===== src/rtl/uart_pkg.sv =====
// Shared UART definitions: frame FSM state encoding, default baud divisor and frame levels.
// Used by both the transmit framer and the receiver.
package uart_pkg;

    typedef enum logic [2:0] {
        ST_IDLE   = 3'd0,
        ST_START  = 3'd1,
        ST_DATA   = 3'd2,
        ST_PARITY = 3'd3,
        ST_STOP   = 3'd4
    } uart_state_e;

    // 50 MHz system clock at 9600 baud
    localparam int DEFAULT_CLKS_PER_BIT = 5208;

    localparam int   DATA_BITS   = 8;
    localparam logic START_LEVEL = 1'b0;
    localparam logic STOP_LEVEL  = 1'b1;
    localparam logic IDLE_LEVEL  = 1'b1;

endpackage


===== src/rtl/uart_baud_counter.sv =====
// Bit-period counter: counts 0..CLKS_PER_BIT-1 while enabled, tick_o at terminal count.
// Latency: tick_o is combinational from the counter register; no backpressure.
module uart_baud_counter #(
    parameter int CLKS_PER_BIT = 5208
) (
    input  logic clk_i,
    input  logic rst_ni,
    input  logic clear_i,
    input  logic en_i,
    output logic tick_o
);

    localparam int CW = (CLKS_PER_BIT > 2) ? $clog2(CLKS_PER_BIT) : 1;
    localparam logic [CW-1:0] TC = CW'(CLKS_PER_BIT - 1);

    logic [CW-1:0] cnt_q;

    assign tick_o = en_i && (cnt_q == TC);

    always_ff @(posedge clk_i or negedge rst_ni) begin
        if (!rst_ni) begin
            cnt_q <= '0;
        end else if (clear_i) begin
            cnt_q <= '0;
        end else if (en_i) begin
            if (cnt_q == TC) cnt_q <= '0;
            else             cnt_q <= cnt_q + 1'b1;
        end
    end

endmodule


===== src/rtl/uart_tx_framer.sv =====
// UART transmitter: start bit, 8 data bits LSB first, optional parity, one stop bit.
// Latency: Tx falls on the accepting edge; Start is ignored while Busy (no queueing).
module uart_tx_framer
    import uart_pkg::*;
#(
    parameter int CLKS_PER_BIT = DEFAULT_CLKS_PER_BIT,
    parameter bit PARITY_EN    = 1'b0,
    parameter bit PARITY_ODD   = 1'b0
) (
    input  logic       clk_i,
    input  logic       rst_ni,
    input  logic       start_i,
    input  logic [7:0] data_i,
    output logic       tx_o,
    output logic       busy_o,
    output logic       done_o
);

    uart_state_e state_q;
    logic [7:0]  sr_q;
    logic [2:0]  idx_q;
    logic        par_q;
    logic        tx_q;
    logic        busy_q;
    logic        done_q;
    logic        baud_tick;

    // Counter is held at zero in IDLE so every bit slot starts from a clean count
    uart_baud_counter #(
        .CLKS_PER_BIT(CLKS_PER_BIT)
    ) u_baud (
        .clk_i  (clk_i),
        .rst_ni (rst_ni),
        .clear_i(state_q == ST_IDLE),
        .en_i   (state_q != ST_IDLE),
        .tick_o (baud_tick)
    );

    assign tx_o   = tx_q;
    assign busy_o = busy_q;
    assign done_o = done_q;

    always_ff @(posedge clk_i or negedge rst_ni) begin
        if (!rst_ni) begin
            state_q <= ST_IDLE;
            sr_q    <= '0;
            idx_q   <= '0;
            par_q   <= 1'b0;
            tx_q    <= IDLE_LEVEL;
            busy_q  <= 1'b0;
            done_q  <= 1'b0;
        end else begin
            done_q <= 1'b0;
            case (state_q)
                ST_IDLE: begin
                    tx_q   <= IDLE_LEVEL;
                    busy_q <= 1'b0;
                    if (start_i) begin
                        sr_q    <= data_i;
                        par_q   <= (^data_i) ^ PARITY_ODD;
                        state_q <= ST_START;
                        tx_q    <= START_LEVEL;
                        busy_q  <= 1'b1;
                    end
                end
                ST_START: begin
                    if (baud_tick) begin
                        state_q <= ST_DATA;
                        idx_q   <= '0;
                        tx_q    <= sr_q[0];
                    end
                end
                ST_DATA: begin
                    if (baud_tick) begin
                        sr_q  <= sr_q >> 1;
                        idx_q <= idx_q + 1'b1;
                        if (idx_q == 3'(DATA_BITS - 1)) begin
                            if (PARITY_EN) begin
                                state_q <= ST_PARITY;
                                tx_q    <= par_q;
                            end else begin
                                state_q <= ST_STOP;
                                tx_q    <= STOP_LEVEL;
                            end
                        end else begin
                            // Next bit is sr_q[1] because the shift lands on this same edge
                            tx_q <= sr_q[1];
                        end
                    end
                end
                ST_PARITY: begin
                    if (baud_tick) begin
                        state_q <= ST_STOP;
                        tx_q    <= STOP_LEVEL;
                    end
                end
                ST_STOP: begin
                    if (baud_tick) begin
                        state_q <= ST_IDLE;
                        tx_q    <= IDLE_LEVEL;
                        busy_q  <= 1'b0;
                        done_q  <= 1'b1;
                    end
                end
                default: begin
                    state_q <= ST_IDLE;
                    tx_q    <= IDLE_LEVEL;
                    busy_q  <= 1'b0;
                end
            endcase
        end
    end

endmodule


===== config.mk =====
export PLATFORM = sky130hd
export DESIGN_NAME = uart_tx_framer
export DESIGN_NICKNAME = d
export VERILOG_FILES = /design/src/rtl/uart_pkg.sv /design/src/rtl/uart_baud_counter.sv /design/src/rtl/uart_tx_framer.sv
export SDC_FILE = /design/constraint.sdc
export NUM_CORES = 1
export LEC_CHECK = 0
export CAP_MARGIN = 0
export CORE_MARGIN = 8
export CORE_UTILIZATION = 50
export CTS_CLUSTER_DIAMETER = 60
export CTS_CLUSTER_SIZE = 8
export DETAILED_ROUTE_END_ITERATION = 8
export GPL_TIMING_DRIVEN = 0
export MAX_ROUTING_LAYER = met4
export PLACE_DENSITY = 0.74
export SLEW_MARGIN = 20
export SYNTH_ARGS = -nofsm -noshare
export SYNTH_HDL_FRONTEND = slang
export SYNTH_SLANG_ARGS = --single-unit

===== constraint.sdc =====
create_clock -name clk_i -period 1.4 [get_ports clk_i]
set_input_delay 0.14 -clock clk_i [delete_from_list [all_inputs] [get_ports clk_i]]
set_output_delay 0.14 -clock clk_i [all_outputs]
set_load 0.005 [all_outputs]

**Word level (Yosys, flattened, before mapping)**

Index checks and enable logic that the tools add are counted.
Widths: inputs -> output; s select.

- $add $sub $neg: 2
- Equality and inequality tests: 13
- Multiplexer cells: 26
- Bitwise gates (word level): 1
- Reduce and logical (&&, ||, !) cells: 13

Operators with widths:

| kind | count |
|---|---|
| $mux 13 | 3 |
| $mux 3 | 7 |
| $mux 8 | 2 |
| $pmux 8 s2 | 1 |
| $pmux 3 s5 | 1 |
| $add 13x1->13 const B | 1 |
| $eq 13x13->1 const B | 1 |
| $ne 2x2->1 const B | 6 |
| $mux 1 | 9 |
| $reduce_and 3->1 | 3 |
| $eq 3x2->1 const B | 2 |
| $eq 3x3->1 const B | 2 |
| $pmux 3 s2 | 1 |
| $reduce_and 6->1 | 1 |
| $reduce_bool 2->1 | 3 |
| $pmux 1 s4 | 1 |
| $add 3x1->3 const B | 1 |
| $eq 3x1->1 const B | 1 |
| $logic_not 3->1 | 1 |
| $pmux 1 s3 | 1 |
| $reduce_bool 3->1 | 1 |
| $reduce_or 3->1 | 1 |
| $ne 2x1->1 const B | 1 |
| $reduce_and 2->1 | 1 |
| other kinds (3) | 3 |

- Register bits after elaboration: 30
- Bits of input ports: 11
- Output and inout port bits: 3
- Logic and storage cells: 62

**Logic depth before layout (Yosys ltp)**

- Depth after elaboration: 4
- Mapped depth: 6
- Gate-level depth less buffers: 5

**Modules after synthesis**

Synthesis repeated with hierarchy kept, for this count alone.

- Cells, all modules: 155
- Area, all modules: 1682.9 um^2

Modules (own cells, without submodules):

| module | times used | cells each | area an instance (um^2) | sequential area each (um^2) |
|---|---|---|---|---|
| uart_tx_framer | 1 | 80 | 937.1 | 426.7 |
| uart_baud_counter | 1 | 75 | 745.7 | 325.3 |

**Least setup slack after synthesis**

No wires, ideal clock.

- Path type: reg-to-reg
- Start point: register u_baud.cnt_q[5]
- End point: register sr_q[0]
- Data arrival time: 1.352 ns
- Setup slack: -0.071 ns
- Cell stages (with the launch flop): 5
- Clock period less this slack: 1.471 ns
- Path through: dfrtp_1 nor4b_4 nand4_2 o22a_1 o21a_1

- Cells in the longest elaborated chain, start to end: 4

Ends and longest elaborated chain:

| element | line | text |
|---|---|---|
| from (decl) | uart_baud_counter.sv:16 | `logic [CW-1:0] cnt_q;` |
| from (signal assigned) | uart_baud_counter.sv:27 | `else cnt_q <= cnt_q + 1'b1;` |
| $eq 13x13->1 | uart_baud_counter.sv:18 | `assign tick_o = en_i && (cnt_q == TC);` |
| $logic_and 1x1->1 | uart_baud_counter.sv:18 |  |
| $ne 2x2->1 (no source line) | - |  |
| $reduce_and 3->1 (no source line) | - |  |
| to (signal assigned) | uart_tx_framer.sv:59 | `sr_q <= data_i;` |
| to (signal assigned) | uart_tx_framer.sv:75 | `sr_q <= sr_q >> 1;` |
| to (decl) | uart_tx_framer.sv:20 | `logic [7:0] sr_q;` |

Every way passes these cells.
A chain may end at the register's enable or synchronous reset.

**Final worst setup path**

- Start point: register u_baud.cnt_q[9]
- End point: register sr_q[0]

The elaborated chain is that of the path after synthesis.

==> results.txt <==
- Status: finished, violations left
- Violated checks: negative setup slack
- For the pin with the worst max-slew slack, the measured transition is 0.6747 ns.
- Width of the chip: 71.07 um
* Most common library cell in the layout ignoring fill and taps: dfrtp_1
* Unrepaired setup endpoints after global routing: true
* Crit end category: register
* Detailed Routing Iterations Pass 1: 4
* Via count of the first global-routing pass: 1288
- Critical path startpoint category: register
* Data arrival, critical path: 1.75 ns
- The critical path is of the reg -> reg type.
* Worst EP required: 1.64 ns
* Share of final-layout standard cells stronger than drive strength 1: 37.23%
- Clock Tree Root: clkbuf_4
* Clock tree from TritonCTS: done
- The initial utilization of the core area, before any placement, comes to 50.92%.
- The final layout contains 201 nets.
* Proportion of synthesized flip-flops having asynchronous set or reset: 100.0%
- Htree depth: 2
- The number of failing hold endpoints at the final stage came to 0.
* Maximum count of clock buffers along a single path: 2
- Peak fanout along the critical path: 5
* Clock period minus final worst setup slack: 1.505 ns
- In this run the power density over the cells is 1098 nW/um2.
- In this run, the number of DRC markers left after iteration 0 of detailed routing was 106.
* Final wirelength: 3451 um
- Tot Pwr: 2.278 mW
- Most used cells in the layout excluding fill and tap cells: 24 x dfrtp_1, 16 x buf_4, 13 x nor2_2
- In this run the cell area of the synthesized design comes to 1516 um2.
- Final Worst Setup Slack: -0.1048 ns
- The floorplan has 20 rows.
* Wire length of the first global-routing pass: 5616 um
- The congestion estimate from routability-driven global placement came to 0.8835.
* Max Slew Vio Count: 0
- Area of the multi-input gates: 883.3 um2
- Clock skew on the completed layout was measured at 0.01364 ns.
- In this run the static leakage power is 0.8155 nW.
- Num CTS Buffers: 5
* Routed via count divided by cell count: 5.674
- The repair_antennas step left the layout with diodes totalling 0.
- Worst path cell trace: nor4b_4 > buf_6 > nand4_1 > o22a_1 > o21a_1
- Reg clk slew, reported paths: 0.10 ns
* Routed Antenna Nets: 0
- Worst-path cell with the longest stage delay: dfrtp_2
- Total overflow reported by the global router: 0
* Slew headroom: 55.02%
- Setup violations remaining at the end of the flow were counted as 26.
- After detailed placement, the total cell area comes to 1694 um2.
* Maximum cell stage delay along the critical path: 0.43 ns
- For this run, the number of Yosys warnings is 0.
* Tightest Hold Check Type: in -> reg
- Summing all flip-flop and latch instances after layout gives 758.2 um2.
- Clock latency on the worst-skew pair, taken at its later pin, is 0.34 ns.
* Sequential fraction of the synthesis area: 49.59%
* Synthesized area per cell: 10.32 um2
- DRC viols: 0
- The floorplan step defined a die boundary enclosing 5051 um2.
- Counting every sink on the clock net gives 30.
* Detailed-route via count: 1254
- The initial antenna violation count came to 0.
- Area of all placed cells without fillers: 2074 um2
- # Max-Cap Violations: 0
- Core area: 2978 um2
* Number of primary I/O pins: 14
* Gate Count Post-Synth: 147
- Net Count, Synth: 161
* Cell variety after synth: 39
* Number of flip-flops and latches in the synthesized netlist: 30
* Vertical extent of the die: 71.07 um
- Final-layout fill cell count: 221
- The count of buffers added on input and output ports is 13.
- Entering global routing, the biggest net connects 31 pins.
- Global routing consumed, over all layers together, 14.65% of the routing resources.
- Crit share post-route: 107.5%
- Static timing analysis puts the maximum clock frequency at 0.6645 GHz.
* Area Growth Syn to Fin: 36.80%
* Predominant post-synthesis flop cell: dfrtp_1
- Routed wirelength normalized by instance count: 15.62 um
* Peak supply drop: 0.0009609 V
* Total half-perimeter wirelength after legalization and detailed placement: 2200 um
* Count of flip-flops with a built-in enable after synthesis: 0
==> area by class of cell <==
| class | count | area share [%] |
|---|---|---|
| sequential | 30 | 36.55 |
| buffer | 4 | 1.809 |
| multi-input combinational | 108 | 42.58 |
| clock inverter | 2 | 0.4825 |
| inverter | 6 | 1.086 |
| tap | 33 | 1.990 |
| clock buffer | 6 | 1.990 |
| timing repair buffer | 32 | 13.51 |
==> cell usage after synthesis, drive strengths merged (2+ instances only) <==
cell type,count,share of area [%]
inv,6,1.5
nand2,11,2.9
nand2b,4,1.6
a211oi,2,1.3
dfrtp,29,48
o21a,7,3.5
xor2,2,1.2
clkbuf,2,0.50
a31oi,2,0.82
nor3,7,2.3
nor4b,2,3.1
nor4,4,1.6
nor2b,2,0.82
o21ai,3,0.99
o22a,7,4.0
xnor2,9,5.2
ha,3,2.5
buf,2,0.82
nor2,20,5.0
nand4,2,1.2
nand3,9,3.3
==> routing by layer <==
metal / GRT usage, % / vias up / routed length (um)
met5: - / - / 0
met4: 9.931 / 0 / 117
met3: 4.096 / 12 / 153
met2: 24.51 / 24 / 1809
met1: 14.61 / 606 / 1370
li1: - / 612 / -
==> stage by stage <==
stage	hold slack, ns	TNS, ns	setup WS, ns	util (%)	std cells
final	0.3328	-1.811	-0.1048	69.66	221
after global routing	0.3577	-3.967	-0.1954	69.66	221
after CTS	0.3270	-1.025	-0.08298	67.23	217
after detailed placement	0.2043	-5.832	-0.3172	56.89	193
after global placement	0.4669	-12.85	-0.3038	57.06	193
after floorplan	-0.1556	-0.8184	-0.06964	-	147
==> state kept, by name, indices dropped and copies added, names as in the netlist <==
name and flops:
busy_o 1, done_o 1, idx_q 3, sr_q 8
state_q 3, tx_o 1, u_baud.cnt_q 13
==> worst max-delay path, delay by kind of cell, from the launching register on <==
kind,cells,cell delay (ns)
AND/OR/NAND/NOR,2,0.48
buffers and inverters,1,0.17
flip-flops,1,0.43
AO/OA/AOI/OAI,2,0.34
==> path summary, 6_finish.rpt <==
kind	startpoint	to	slack, ns	cells past startpoint
hold / removal	data_i[7]	sr_q[7]$_DFFE_PN0P_	0.33	3
min in group asynchronous	rst_ni	sr_q[3]$_DFFE_PN0P_	0.36	2
max in group asynchronous	rst_ni	u_baud.cnt_q[7]$_DFF_PN0_	0.55	2
setup reg to reg	u_baud.cnt_q[9]$_DFF_PN0_	sr_q[0]$_DFFE_PN0P_	-0.10	5
setup / recovery	u_baud.cnt_q[9]$_DFF_PN0_	sr_q[0]$_DFFE_PN0P_	-0.10	5
hold reg to reg	sr_q[5]$_DFFE_PN0P_	sr_q[5]$_DFFE_PN0P_	0.50	1
==> report_power, final <==
part / switching, mW / internal (mW) / leakage, nW
Sequential: 0.124 / 1.02 / 0.371
Combinational: 0.270 / 0.367 / 0.413
Clock: 0.307 / 0.191 / 0.0320
==> repair_timing <==
action / CTS / global route
resized for setup: 38 / 11
buffers inserted: 13 / 4
pin swaps: 15 / 11
hold buffers: 1 / 0
hold endpoints to repair: 29 / 0
gates cloned: 2 / 0
endpoints found under the setup margin: 30 / 29
==> cell families (layout without fill, tap and decap cells) <==
kind of cell	Yosys count	after routing	synth area share, %
buffers and inverters	10	50	2.805
flip-flops	30	30	49.59
AND/OR/NAND/NOR	65	66	24.09
XOR/XNOR	11	11	6.354
adder cells (fa/ha/maj)	3	3	2.476
AO/OA/AOI/OAI	27	27	14.03
multiplexers	1	1	0.6601
Power figures use the tool's default switching activity.
